**config.mk**
```make
export PLATFORM = sky130hd
export DESIGN_NAME = uart_tx_sched
export DESIGN_NICKNAME = d
export VERILOG_FILES = /design/src/rtl/uart_tx_sched.sv
export SDC_FILE = /design/constraint.sdc
export NUM_CORES = 1
export LEC_CHECK = 0
export CAP_MARGIN = 20
export CORE_ASPECT_RATIO = 0.9
export CORE_UTILIZATION = 52
export CTS_CLUSTER_SIZE = 30
export DETAILED_ROUTE_END_ITERATION = 16
export PLACE_DENSITY = 0.86
export SETUP_SLACK_MARGIN = 0.2
export SYNTH_ARGS = -nofsm -noshare
export SYNTH_HDL_FRONTEND = slang
export SYNTH_SLANG_ARGS = --single-unit
```
**constraint.sdc**
```tcl
create_clock -name clk -period 3.1 [get_ports clk]
set_input_delay 0.775 -clock clk [delete_from_list [all_inputs] [get_ports clk]]
set_output_delay 0.775 -clock clk [all_outputs]
set_load 0.02 [all_outputs]
```
**src/rtl/uart_tx_sched.sv**
```systemverilog
// Round-robin scheduler sharing one UART byte transmitter among N_REQ requesters.
// Grants a requester, launches the transmitter, then follows tx_busy until the frame ends.
module uart_tx_sched #(
  parameter int N_REQ       = 4,
  parameter int ID_W        = 2,
  parameter int TIMEOUT_CYC = 2048
) (
  input  logic                 clk,
  input  logic                 rst_n,
  input  logic [N_REQ-1:0]     req,
  input  logic [8*N_REQ-1:0]   req_data,
  output logic [N_REQ-1:0]     gnt,
  output logic                 tx_start,
  output logic [7:0]           tx_data,
  input  logic                 tx_busy,
  output logic [ID_W-1:0]      active_id,
  output logic                 idle,
  output logic                 err_timeout,
  output logic [15:0]          sent_cnt
);

  localparam int TO_W = (TIMEOUT_CYC > 1) ? $clog2(TIMEOUT_CYC) : 1;
  localparam logic [TO_W-1:0] TO_LAST = TO_W'(TIMEOUT_CYC - 1);

  typedef enum logic [1:0] {S_IDLE, S_WAIT_BUSY, S_WAIT_DONE} state_e;

  state_e            state_q, state_d;
  logic [N_REQ-1:0]  gnt_q, gnt_d;
  logic              tx_start_q, tx_start_d;
  logic [7:0]        tx_data_q, tx_data_d;
  logic [ID_W-1:0]   active_id_q, active_id_d;
  logic [ID_W-1:0]   last_gnt_q, last_gnt_d;
  logic [TO_W-1:0]   to_cnt_q, to_cnt_d;
  logic              idle_q, idle_d;
  logic              err_q, err_d;
  logic [15:0]       sent_cnt_q, sent_cnt_d;

  logic              hi_found, lo_found, win_found;
  logic [ID_W-1:0]   hi_id, lo_id, win_id;
  logic [7:0]        hi_byte, lo_byte, win_byte;
  logic              arb_go, to_last;

  // Rotating priority: prefer the lowest requester above last_gnt, else wrap to the lowest overall.
  always_comb begin
    // NOTE: every combinational output gets a default first so no path leaves it unassigned (no latch).
    hi_found = 1'b0;
    hi_id    = '0;
    hi_byte  = '0;
    lo_found = 1'b0;
    lo_id    = '0;
    lo_byte  = '0;
    for (int i = 0; i < N_REQ; i++) begin
      if (!hi_found && req[i] && (i > int'(last_gnt_q))) begin
        hi_found = 1'b1;
        hi_id    = ID_W'(i);
        hi_byte  = req_data[8*i +: 8];
      end
      if (!lo_found && req[i]) begin
        lo_found = 1'b1;
        lo_id    = ID_W'(i);
        lo_byte  = req_data[8*i +: 8];
      end
    end
    win_found = hi_found | lo_found;
    win_id    = hi_found ? hi_id   : lo_id;
    win_byte  = hi_found ? hi_byte : lo_byte;
  end

  assign arb_go  = win_found && !tx_busy;
  assign to_last = (to_cnt_q == TO_LAST);

  always_ff @(posedge clk) begin
    // NOTE: sequential state uses non-blocking assignments so all flops update from pre-edge values.
    if (!rst_n) begin
      state_q     <= S_IDLE;
      gnt_q       <= '0;
      tx_start_q  <= 1'b0;
      tx_data_q   <= 8'h00;
      active_id_q <= '0;
      last_gnt_q  <= ID_W'(N_REQ - 1);
      to_cnt_q    <= '0;
      idle_q      <= 1'b1;
      err_q       <= 1'b0;
      sent_cnt_q  <= 16'h0000;
    end else begin
      state_q     <= state_d;
      gnt_q       <= gnt_d;
      tx_start_q  <= tx_start_d;
      tx_data_q   <= tx_data_d;
      active_id_q <= active_id_d;
      last_gnt_q  <= last_gnt_d;
      to_cnt_q    <= to_cnt_d;
      idle_q      <= idle_d;
      err_q       <= err_d;
      sent_cnt_q  <= sent_cnt_d;
    end
  end

  // tx_busy takes precedence over an expiring timeout on the same edge.
  always_comb begin
    state_d = state_q;
    case (state_q)
      S_IDLE:      if (arb_go) state_d = S_WAIT_BUSY;
      S_WAIT_BUSY: if (tx_busy) state_d = S_WAIT_DONE;
                   else if (to_last) state_d = S_IDLE;
      S_WAIT_DONE: if (!tx_busy) state_d = S_IDLE;
      default:     state_d = S_IDLE;
    endcase
  end

  always_comb begin
    gnt_d       = '0;
    tx_start_d  = 1'b0;
    tx_data_d   = tx_data_q;
    active_id_d = active_id_q;
    last_gnt_d  = last_gnt_q;
    to_cnt_d    = to_cnt_q;
    err_d       = err_q;
    sent_cnt_d  = sent_cnt_q;
    case (state_q)
      S_IDLE: begin
        if (arb_go) begin
          gnt_d       = N_REQ'(1) << win_id;
          tx_start_d  = 1'b1;
          tx_data_d   = win_byte;
          active_id_d = win_id;
          last_gnt_d  = win_id;
          to_cnt_d    = '0;
        end
      end
      S_WAIT_BUSY: begin
        if (!tx_busy) begin
          to_cnt_d = to_cnt_q + TO_W'(1);
          if (to_last) err_d = 1'b1;
        end
      end
      S_WAIT_DONE: begin
        if (!tx_busy) sent_cnt_d = sent_cnt_q + 16'd1;
      end
      default: ;
    endcase
    idle_d = (state_d == S_IDLE);
  end

  assign gnt         = gnt_q;
  assign tx_start    = tx_start_q;
  assign tx_data     = tx_data_q;
  assign active_id   = active_id_q;
  assign idle        = idle_q;
  assign err_timeout = err_q;
  assign sent_cnt    = sent_cnt_q;

endmodule

```
Yosys cells after proc, flatten, opt, wreduce, memory -nomap -nowiden
Cells that the tools add are included.
W data, S select, Z words.
{"block": "totals", "mem_bits_rw": 0, "output_inout_bits": 33, "latch_bits": 0, "romBits": 0, "n_memories": 0, "regBits": 48, "word_cells": 78, "in_bits": 39}
{"block": "op_classes", "eq_ne": 5, "n_div": 0, "multipliers": 0, "bitwise_logic": 2, "add_sub_neg": 2, "n_mux": 31, "n_shift": 1, "magnitude_cmp": 3, "reduce_logical": 24}
{"cell": "$mux W8", "count": 8}
{"cell": "$mux W11", "count": 2}
{"cell": "$pmux W11 S2", "count": 1}
{"cell": "$mux W2", "count": 9}
{"cell": "$add A16 B1 Y16 const B", "count": 1}
{"cell": "$add A11 B1 Y11 const B", "count": 1}
{"cell": "$eq A11 B11 Y1 const B", "count": 1}
{"cell": "$mux W1", "count": 10}
{"cell": "$logic_and A1 B1 Y1", "count": 9}
{"cell": "$reduce_and A3 Y1", "count": 3}
{"cell": "$logic_not A1 Y1", "count": 6}
{"cell": "$pmux W2 S3", "count": 1}
{"cell": "$reduce_and A2 Y1", "count": 3}
{"cell": "$gt A2 B2 Y1 const A", "count": 2}
{"cell": "$logic_not A2 Y1", "count": 2}
{"cell": "$ne A2 B2 Y1 const B", "count": 2}
{"cell": "$shl A1 B2 Y4 const A", "count": 1}
{"cell": "$eq A2 B1 Y1 const B", "count": 1}
{"cell": "$eq A2 B2 Y1 const B", "count": 1}
{"cell": "$gt A1 B2 Y1 const A", "count": 1}
{"cell": "$reduce_bool A2 Y1", "count": 1}
{"cell": "$not A1 Y1", "count": 1}
{"cell": "$or A1 B1 Y1", "count": 1}

Logic depth before layout (Yosys ltp)
Gate-level depths: netlist of the first run.
{"block": "depth", "depth_word": 16, "ltp_mapped": 7, "mapped_depth_nobuf": 5}

Worst setup path after synthesis of the first run
No wires, ideal clock.
{"block": "synth_timing", "path_type": "input port to flip-flop", "startpoint": "in req[3]", "endpoint": "reg tx_data_q[7], in the netlist tx_data[7]", "t_required_ps": 2974, "t_arrival_ps": 2086, "stages": 7, "n_path_buf": 2, "setup_time_ps": 126, "path_slack_ps": 888, "cell_sequence": "buf_6 > or4_4 > and3b_4 > and2_4 > buf_6 > a31oi_2 > o31ai_1"}
{"block": "synth_via", "elab_chain_len": 6, "elab_cells_between_ends": 11, "cone_classes": "mux: 5; bitwise: 1; reduce/logical: 5"}
{"item": "start, declared", "line_no": "10", "rtl": "input logic [N_REQ-1:0] req,"}
{"item": "$logic_and A1 B1 Y1 (2 in a row)", "line_no": "53", "rtl": "if (!hi_found && req[i] && (i > int'(last_gnt_q))) begin"}
{"item": "$mux W1", "line_no": "53"}
{"item": "$or A1 B1 Y1", "line_no": "64", "rtl": "win_found = hi_found | lo_found;"}
{"item": "$logic_and A1 B1 Y1", "line_no": "69", "rtl": "assign arb_go = win_found && !tx_busy;"}
{"item": "$reduce_and A2 Y1 (no source line)"}
{"item": "end signal, assigned", "line_no": "89", "rtl": "tx_data_q <= tx_data_d;"}
{"item": "end, declared", "line_no": "30", "rtl": "logic [7:0] tx_data_q, tx_data_d;"}
Parallel ways exist; a longest one is shown, timed or not.
A chain may end at the register's enable or synchronous reset.

Final worst setup path of the first run
{"block": "layout_timing", "startpoint": "in req[3]", "endpoint": "reg to_cnt_q[2]"}
{"block": "layout_via", "elab_chain_len": 7, "elab_cells_between_ends": 9, "cone_classes": "eq/ne: 1; mux: 2; bitwise: 1; reduce/logical: 5"}
{"item": "$logic_and A1 B1 Y1 (2 in a row)", "line_no": "53"}
{"item": "$mux W1", "line_no": "53"}
{"item": "$or A1 B1 Y1 (*)", "line_no": "64"}
{"item": "$logic_and A1 B1 Y1 (*)", "line_no": "69"}
{"item": "$ne A2 B2 Y1 (no source line) (*)"}
{"item": "$reduce_and A3 Y1 (no source line) (*)"}
{"item": "end signal, assigned", "line_no": "92", "rtl": "to_cnt_q <= to_cnt_d;"}
{"item": "end, declared", "line_no": "33", "rtl": "logic [TO_W-1:0] to_cnt_q, to_cnt_d;"}
Every way passes the cells marked *; elsewhere a longest branch is shown, timed or not.

==> results of run 1 <==
-- layer usage --
layer	global-route usage, %	vias up
li1	-	1269
met1	31.95	1196
met2	45.35	106
met3	4.868	9
met4	8.547	0
met5	0	-
-- cell usage in the layout (no fill, tap or decap), types with 3 or more instances in the layout --
cell             instances
clkbuf_8                 5
a221o_1                  9
nor3_1                   3
and4_1                   4
nand2b_1                 6
nand3b_1                 6
xor2_1                   6
nor2_1                  21
o21ai_0                 21
xnor2_1                 13
a21oi_1                 17
a21boi_1                 3
and3_1                  13
and2_1                  17
nand4_1                  3
a31oi_1                  3
or3_1                    4
nand3_1                 13
o211ai_1                 4
inv_1                    5
clkdlybuf4s50_1         71
dfxtp_1                 48
nor2b_1                  4
buf_4                    8
nand2_1                 41
a221oi_1                 7
-- cells by family (layout without fill, tap and decap cells) --
family / after synthesis / after routing / share of synthesized area [%]
AND/OR/NAND/NOR: 147 / 147 / 31.09
buffers and inverters: 25 / 92 / 4.511
XOR/XNOR: 19 / 19 / 6.382
adder cells (fa/ha/maj): 2 / 2 / 0.9595
AO/OA/AOI/OAI: 76 / 76 / 19.82
flip-flops: 48 / 48 / 36.85
multiplexers: 1 / 1 / 0.3839
-- state kept, by name, indices dropped and copies added, names as in the netlist --
register and count:
last_gnt_q 2, gnt 4, active_id 2, err_timeout 1
to_cnt_q 11, tx_start 1, sent_cnt 16, tx_data 8
idle 1, state_q 2
-- area by class of cell --
cell class | count | area, um^2
Clock inverter | 3 | 18.77
Inverter | 5 | 18.77
Fill cell | 388 | 1386
Timing Repair Buffer | 79 | 770.7
Sequential cell | 48 | 960.9
Tap cell | 65 | 81.33
Clock buffer | 5 | 68.82
Multi-Input combinational cell | 245 | 1529
-- worst min-delay path, cell delays in order (launching register included) --
cell	delay, ns
dfxtp_1	0.32
o21ai_0	0.07
a21oi_1	0.06
-- worst max path at each step --
| stage | end | start |
|---|---|---|
| 6_report | to_cnt_q[2] | req[3] |
| 5_1_grt | to_cnt_q[2] | req[3] |
| 4_1_cts | to_cnt_q[2] | req[3] |
| 3_5_place_dp | to_cnt_q[2] | req[3] |
| 3_3_place_gp | to_cnt_q[2] | req[3] |
| 2_1_floorplan | tx_data[7] | req[3] |
-- synthesized netlist by cell type, drive strengths merged (3+ instances only) --
library cell  instances  share of area, %
a21boi                4               1.2
and3                 13               3.1
buf                   7               1.9
and2                 18               4.4
xor2                  6               2.0
and4                  4               1.3
nor3                  4              0.96
nand3b                7               2.2
nand2b                6               1.4
a221oi                7               2.4
o211ai                4               1.2
nand4                 3              0.72
o21ai                21               4.0
nor2b                 4              0.96
xnor2                13               4.4
or3                   4              0.96
a21oi                17               3.3
nand2                41               5.9
dfxtp                48                37
a31oi                 4               1.2
nor2                 21               3.0
nand3                13               2.5
clkbuf               13               1.9
a221o                 9               3.5
inv                   5              0.72
-- through the flow --
step	utilization, %	hold slack (ns)	total power [uW]	setup WS [ns]	std cells
6_report	71.33	0.4936	1323	0.5566	450
3_3_place_gp	69.51	0.4614	959.2	0.3076	442
5_1_grt	71.33	0.5254	1386	0.4633	450
4_1_cts	71.33	0.4882	1333	0.5608	450
2_1_floorplan	-	0.4540	833.0	0.8879	318
3_5_place_dp	69.51	0.4756	963.8	0.2370	442
-- power by group through the flow --
stage          combinational (uW)  clock (uW)  sequential (uW)
6_report                      289         369              664
3_5_place_dp                  286           0              678
2_1_floorplan                 142           0              691
3_3_place_gp                  281           0              678
4_1_cts                       286         382              664
5_1_grt                       313         405              667
==> qor.yml, run 1 <==
status:
  status: "completed"
cts:
  worstSkewPairLatency_ns: 0.30
  cts_htree_levels: 2
  cts_hold_buf: 0
  clkTransAtPathRegs_ns: 0.08
  cts_buffers: 5
  postCtsSetupBuffers: 0
  cts_max_path_buffers: 2
  cts-root-buf: "clkbuf_8"
  clkSinkCount: 48
  post_cts_resized: 0
  cts_tree: "built"
synth:
  synth_nets: 359
  synth_cell_type_count: 51
  ys_seq_area_share_pct: 36.85
  netlist_instances: 318
  syn_area_mm2: 0.002608
  syn_area_per_cell_um2: 8.200
  yosys_most_used_dff: "dfxtp_1"
  synth_seq_cells: 48
  async_flop_share_pct: 0
  ys_warn_count: 0
  synth_edf_count: 0
setup_path:
  critPathTopFamily: "simple AND/OR/NAND/NOR gates"
  crit_cells: 5
  r2r-start: "state_q[1]"
  worstPathCellList: "clkdlybuf4s50_1, or4_4, nand3b_2, nand2_1, a311oi_1"
  r2r_setup_slack_ns: 1.29
  critPathKind: "input port to flop"
  r2r_end: "sent_cnt[15]"
  worst_path_max_delay_cell: "or4_4"
  cp_max_fo: 10
  end_kind: "flop"
  r2r_cells: 5
  cpPeakStageDelay_ns: 0.64
  cp.buffers_inverters: 1
  worstPathRequired_ns: 3.31
  start_kind: "input port"
  critical_path_arrival_ns: 2.75
worst_hold_path:
  min_path_type: "flop to flop"
  min-delay-start: "to_cnt_q[5]"
  worstHoldPathCells: 2
  hold_end: "to_cnt_q[5]"
detailed_routing:
  via_count: 2580
  top_layer: "met4"
  wire_per_inst_um: 14.44
  vias_per_cell: 5.733
  wl_met1_um: 2835
  drtAntennaViolNets: 0
  wl_met2_um: 3130
  drt_iter0_markers: 158
  dr.pass1.iters: 5
  drc: 0
  wl_met3_um: 440
  drt-total-wl_um: 6500
timing:
  fin_skew_ns: 0.004549
  setup_violations: 0
  setup_tns_ns: 0
  rsz0062_at_grt: "no"
  fin_crit_ns: 2.543
  slew_violations: 0
  max-slew-margin-rel_pct: 57.56
  worstMarginPinSlew_ns: 0.6300
  fin_crit_sh_pct: 82.04
  max_freq_mhz: 393.2
  hold_viol: 0
die:
  core-area_mm2: 0.004835
  die_area_mm2: 0.005302
  rows: 24
  dieHeight_um: 69.18
  chipWidth_um: 76.65
  start_util_pct: 53.93
  ios: 72
power:
  power.switching_uw: 379.7
  combPwrFrac_pct: 21.9
  power.share.switching_pct: 28.71
  clock_power_share_pct: 27.9
  p_leak_uw: 0.001295
  powerDensity_mw_per_mm2: 383.6
  power_frac_seq_pct: 50.2
  peakVddDrop_mv: 0.2107
  p_int_uw: 943.0
layout:
  final_nets: 425
  areaGrowthSynthToFinish_pct: 32.25
  design_area_mm2: 0.003448
  drive_above_1_share_pct: 6.494
  antenna_cells: 0
placement:
  io_buffers: 71
  gp_congestion: 0.9735
  place_area_mm2: 0.003361
  dp_hpwl_um: 4941
global_route:
  grt_pass1_vias: 2491
  antenna_found_initial: 0
  grt-ovfl-total: 0
  grtUsageTotal_pct: 25.90
  grt_pass1_wl_um: 10980
  grt_max_degree: 17
run:
  maxCapViolCount: 0
Power figures use the tool's default switching activity.
==> run 2: changes to the inputs <==
--- a/config.mk
+++ b/config.mk
@@ -7,10 +7,10 @@
 export LEC_CHECK = 0
 export CAP_MARGIN = 20
 export CORE_ASPECT_RATIO = 0.9
-export CORE_UTILIZATION = 52
+export CORE_UTILIZATION = 48
 export CTS_CLUSTER_SIZE = 30
 export DETAILED_ROUTE_END_ITERATION = 16
-export PLACE_DENSITY = 0.86
+export PLACE_DENSITY = 0.8
 export SETUP_SLACK_MARGIN = 0.2
 export SYNTH_ARGS = -nofsm -noshare
 export SYNTH_HDL_FRONTEND = slang
==> constraint.sdc (replaced) <==
create_clock -name clk -period 2.7 [get_ports clk]
set_input_delay 0.675 -clock clk [delete_from_list [all_inputs] [get_ports clk]]
set_output_delay 0.675 -clock clk [all_outputs]
set_load 0.02 [all_outputs]
==> run 2 against run 1 <==
Net effect:
- hold slack lost 0.012 ns
- sequential share of layout area is 0.31 points lower
- core utilization is 5.0 points lower
- first-iteration DRC count is 20% higher
- total power increased by 17%
- wire length about the same
- clock skew grew 0.0012 ns
- clock power increased by 21%
- non-clock buffer count rose by 4
==> qor.yml, run 2 (synthesis gave the netlist of run 1 again) <==
die:
  rows: 25  # +4.2%
  core-area_mm2: 0.005255  # +8.7%
  ios: 72  # unchanged
  die_area_mm2: 0.005731  # +8.1%
  start_util_pct: 49.62  # -4.3 points
  dieHeight_um: 71.92  # +4.0%
  chipWidth_um: 79.69  # +4.0%
cts:
  cts_max_path_buffers: 2  # unchanged
  post_cts_resized: 0  # unchanged
  worstSkewPairLatency_ns: 0.30  # about the same
  postCtsSetupBuffers: 0  # unchanged
  clkSinkCount: 48  # unchanged
  cts_tree: "built"
  cts_hold_buf: 0  # unchanged
  cts-root-buf: "clkbuf_8"
  cts_buffers: 5  # unchanged
  cts_htree_levels: 2  # unchanged
  clkTransAtPathRegs_ns: 0.09  # about the same
detailed_routing:
  wl_met1_um: 2956  # +4.3%
  drtAntennaViolNets: 0  # unchanged
  wl_met2_um: 3095  # -1.1%
  vias_per_cell: 5.603  # -2.3%
  drt-total-wl_um: 6495  # about the same
  wire_per_inst_um: 14.24  # -1.4%
  drt_iter0_markers: 190  # +20%
  wl_met3_um: 365  # -17%
  via_count: 2555  # -0.97%
  dr.pass1.iters: 6  # +1
  drc: 0  # unchanged
  top_layer: "met4"
power:
  peakVddDrop_mv: 0.2389  # +13%
  p_total_uw: 1544  # +17%
  powerDensity_mw_per_mm2: 442.7  # +15%
  p_leak_uw: 0.001310  # +1.2%
timing:
  fin_crit_sh_pct: 87.84
  rsz0062_at_grt: "no"
  worstMarginPinSlew_ns: 0.6245  # -0.005543 ns
  setup_tns_ns: 0  # unchanged
  slew_violations: 0  # unchanged
  max-slew-margin-rel_pct: 57.93  # +0.37 points
  max_freq_mhz: 421.7
  fin_crit_ns: 2.372
  setup_violations: 0  # unchanged
  fin_skew_ns: 0.005721  # +0.001172 ns
  hold_viol: 0  # unchanged
layout:
  antenna_cells: 0  # unchanged
  drive_above_1_share_pct: 7.198  # +0.70 points
  final_nets: 429  # +0.94%
  final_cell_mix: "clkdlybuf4s50_1, dfxtp_1, nand2_1, o21ai_0, nor2_1"
  nFillCells: 459  # +18%
  areaGrowthSynthToFinish_pct: 33.73
  final_common_cell: "clkdlybuf4s50_1"
  largest_reg_flops: 16  # unchanged
setup_path:
  cpPeakStageDelay_ns: 0.64  # about the same
  worstPathRequired_ns: 2.89  # -0.42 ns
  worst_path_max_delay_cell: "or4_4"
  critPathKind: "input port to flop"
  cp_max_fo: 14  # +4
  start_kind: "input port"
  critical_path_arrival_ns: 2.56  # -0.19 ns
  worstPathCellList: "clkdlybuf4s50_1, or4_4, and3b_4, and2_4, a31oi_2, o31ai_1"
  end_kind: "flop"
global_route:
  grt_max_degree: 25  # +8
  grtUsageTotal_pct: 23.82  # -2.1 points
  grt-ovfl-total: 0  # unchanged
  grt_pass1_vias: 2290  # -8.1%
  grt_pass1_wl_um: 10610  # -3.4%
  antenna_found_initial: 0  # unchanged
status:
  status: "completed"
run:
  maxCapViolCount: 0  # unchanged
placement:
  io_buffers: 71  # unchanged
  gp_congestion: 0.8586  # -12%
  dp_hpwl_um: 4844  # -2.0%
worst_hold_path:
  min_path_type: "flop to flop"
-- run 2: cell types whose count changed in the layout (fill, tap and decap cells not counted) --
cell | previous run | this run
buf_4 | 8 | 12
clkinv_2 | 2 | 0
clkbuf_1 | 0 | 1
clkbuf_8 | 5 | 6
clkinvlp_4 | 0 | 1
clkinv_4 | 1 | 0
-- run 2: critical path, delay by kind of cell --
family	cells	cell delay (ns)
AO/OA/AOI/OAI	2	0.21
AND/OR/NAND/NOR	3	1.11
buffers and inverters	1	0.56
-- run 2: area by class of cell --
| cell class | instances | area (um^2) | share of cell area [%] |
|---|---|---|---|
| clock buffers | 7 | 86.33 | 2.476 |
| clock inverters | 1 | 7.507 | 0.2153 |
| inverters | 5 | 18.77 | 0.5382 |
| multi-input cells | 245 | 1529 | 43.85 |
| flip-flops and latches | 48 | 960.9 | 27.56 |
| well taps | 67 | 83.83 | 2.404 |
| repair buffers | 83 | 800.8 | 22.96 |
-- run 2: power by group --
part	switching, uW	internal [uW]	total [uW]
combinational	164	170	334
sequential	27.6	736	764
clock	238	208	447
total	430	1110	1540
-- run 2: stage by stage --
| step | util, % | setup slack [ns] | std cells | instance area, um^2 | hold WS, ns |
|---|---|---|---|---|---|
| floorplan | - | 0.5879 | 318 | 2608 | 0.4540 |
| finish | 66.36 | 0.3284 | 456 | 3487 | 0.4816 |
| detailed placement | 64.57 | 0.008924 | 448 | 3393 | 0.4725 |
| CTS | 66.36 | 0.3379 | 456 | 3487 | 0.4857 |
| global route | 66.36 | 0.2544 | 456 | 3487 | 0.5138 |
| global placement | 64.57 | 0.04159 | 448 | 3393 | 0.4591 |
-- run 2: path summary, 6_finish.rpt --
check             slack (ns)        start  depth (start not counted)            to
setup / recovery        0.33       req[3]                          6    tx_data[7]
setup reg to reg        0.85   state_q[1]                          5  sent_cnt[15]
hold / removal          0.48  err_timeout                          2   err_timeout
hold reg to reg         0.48  err_timeout                          2   err_timeout
-- run 2: routing by layer --
layer,vias to the layer above,GRT usage (%)
li1,1278,-
met1,1184,30.20
met2,82,39.79
met3,11,5.660
met4,0,7.879
met5,-,0
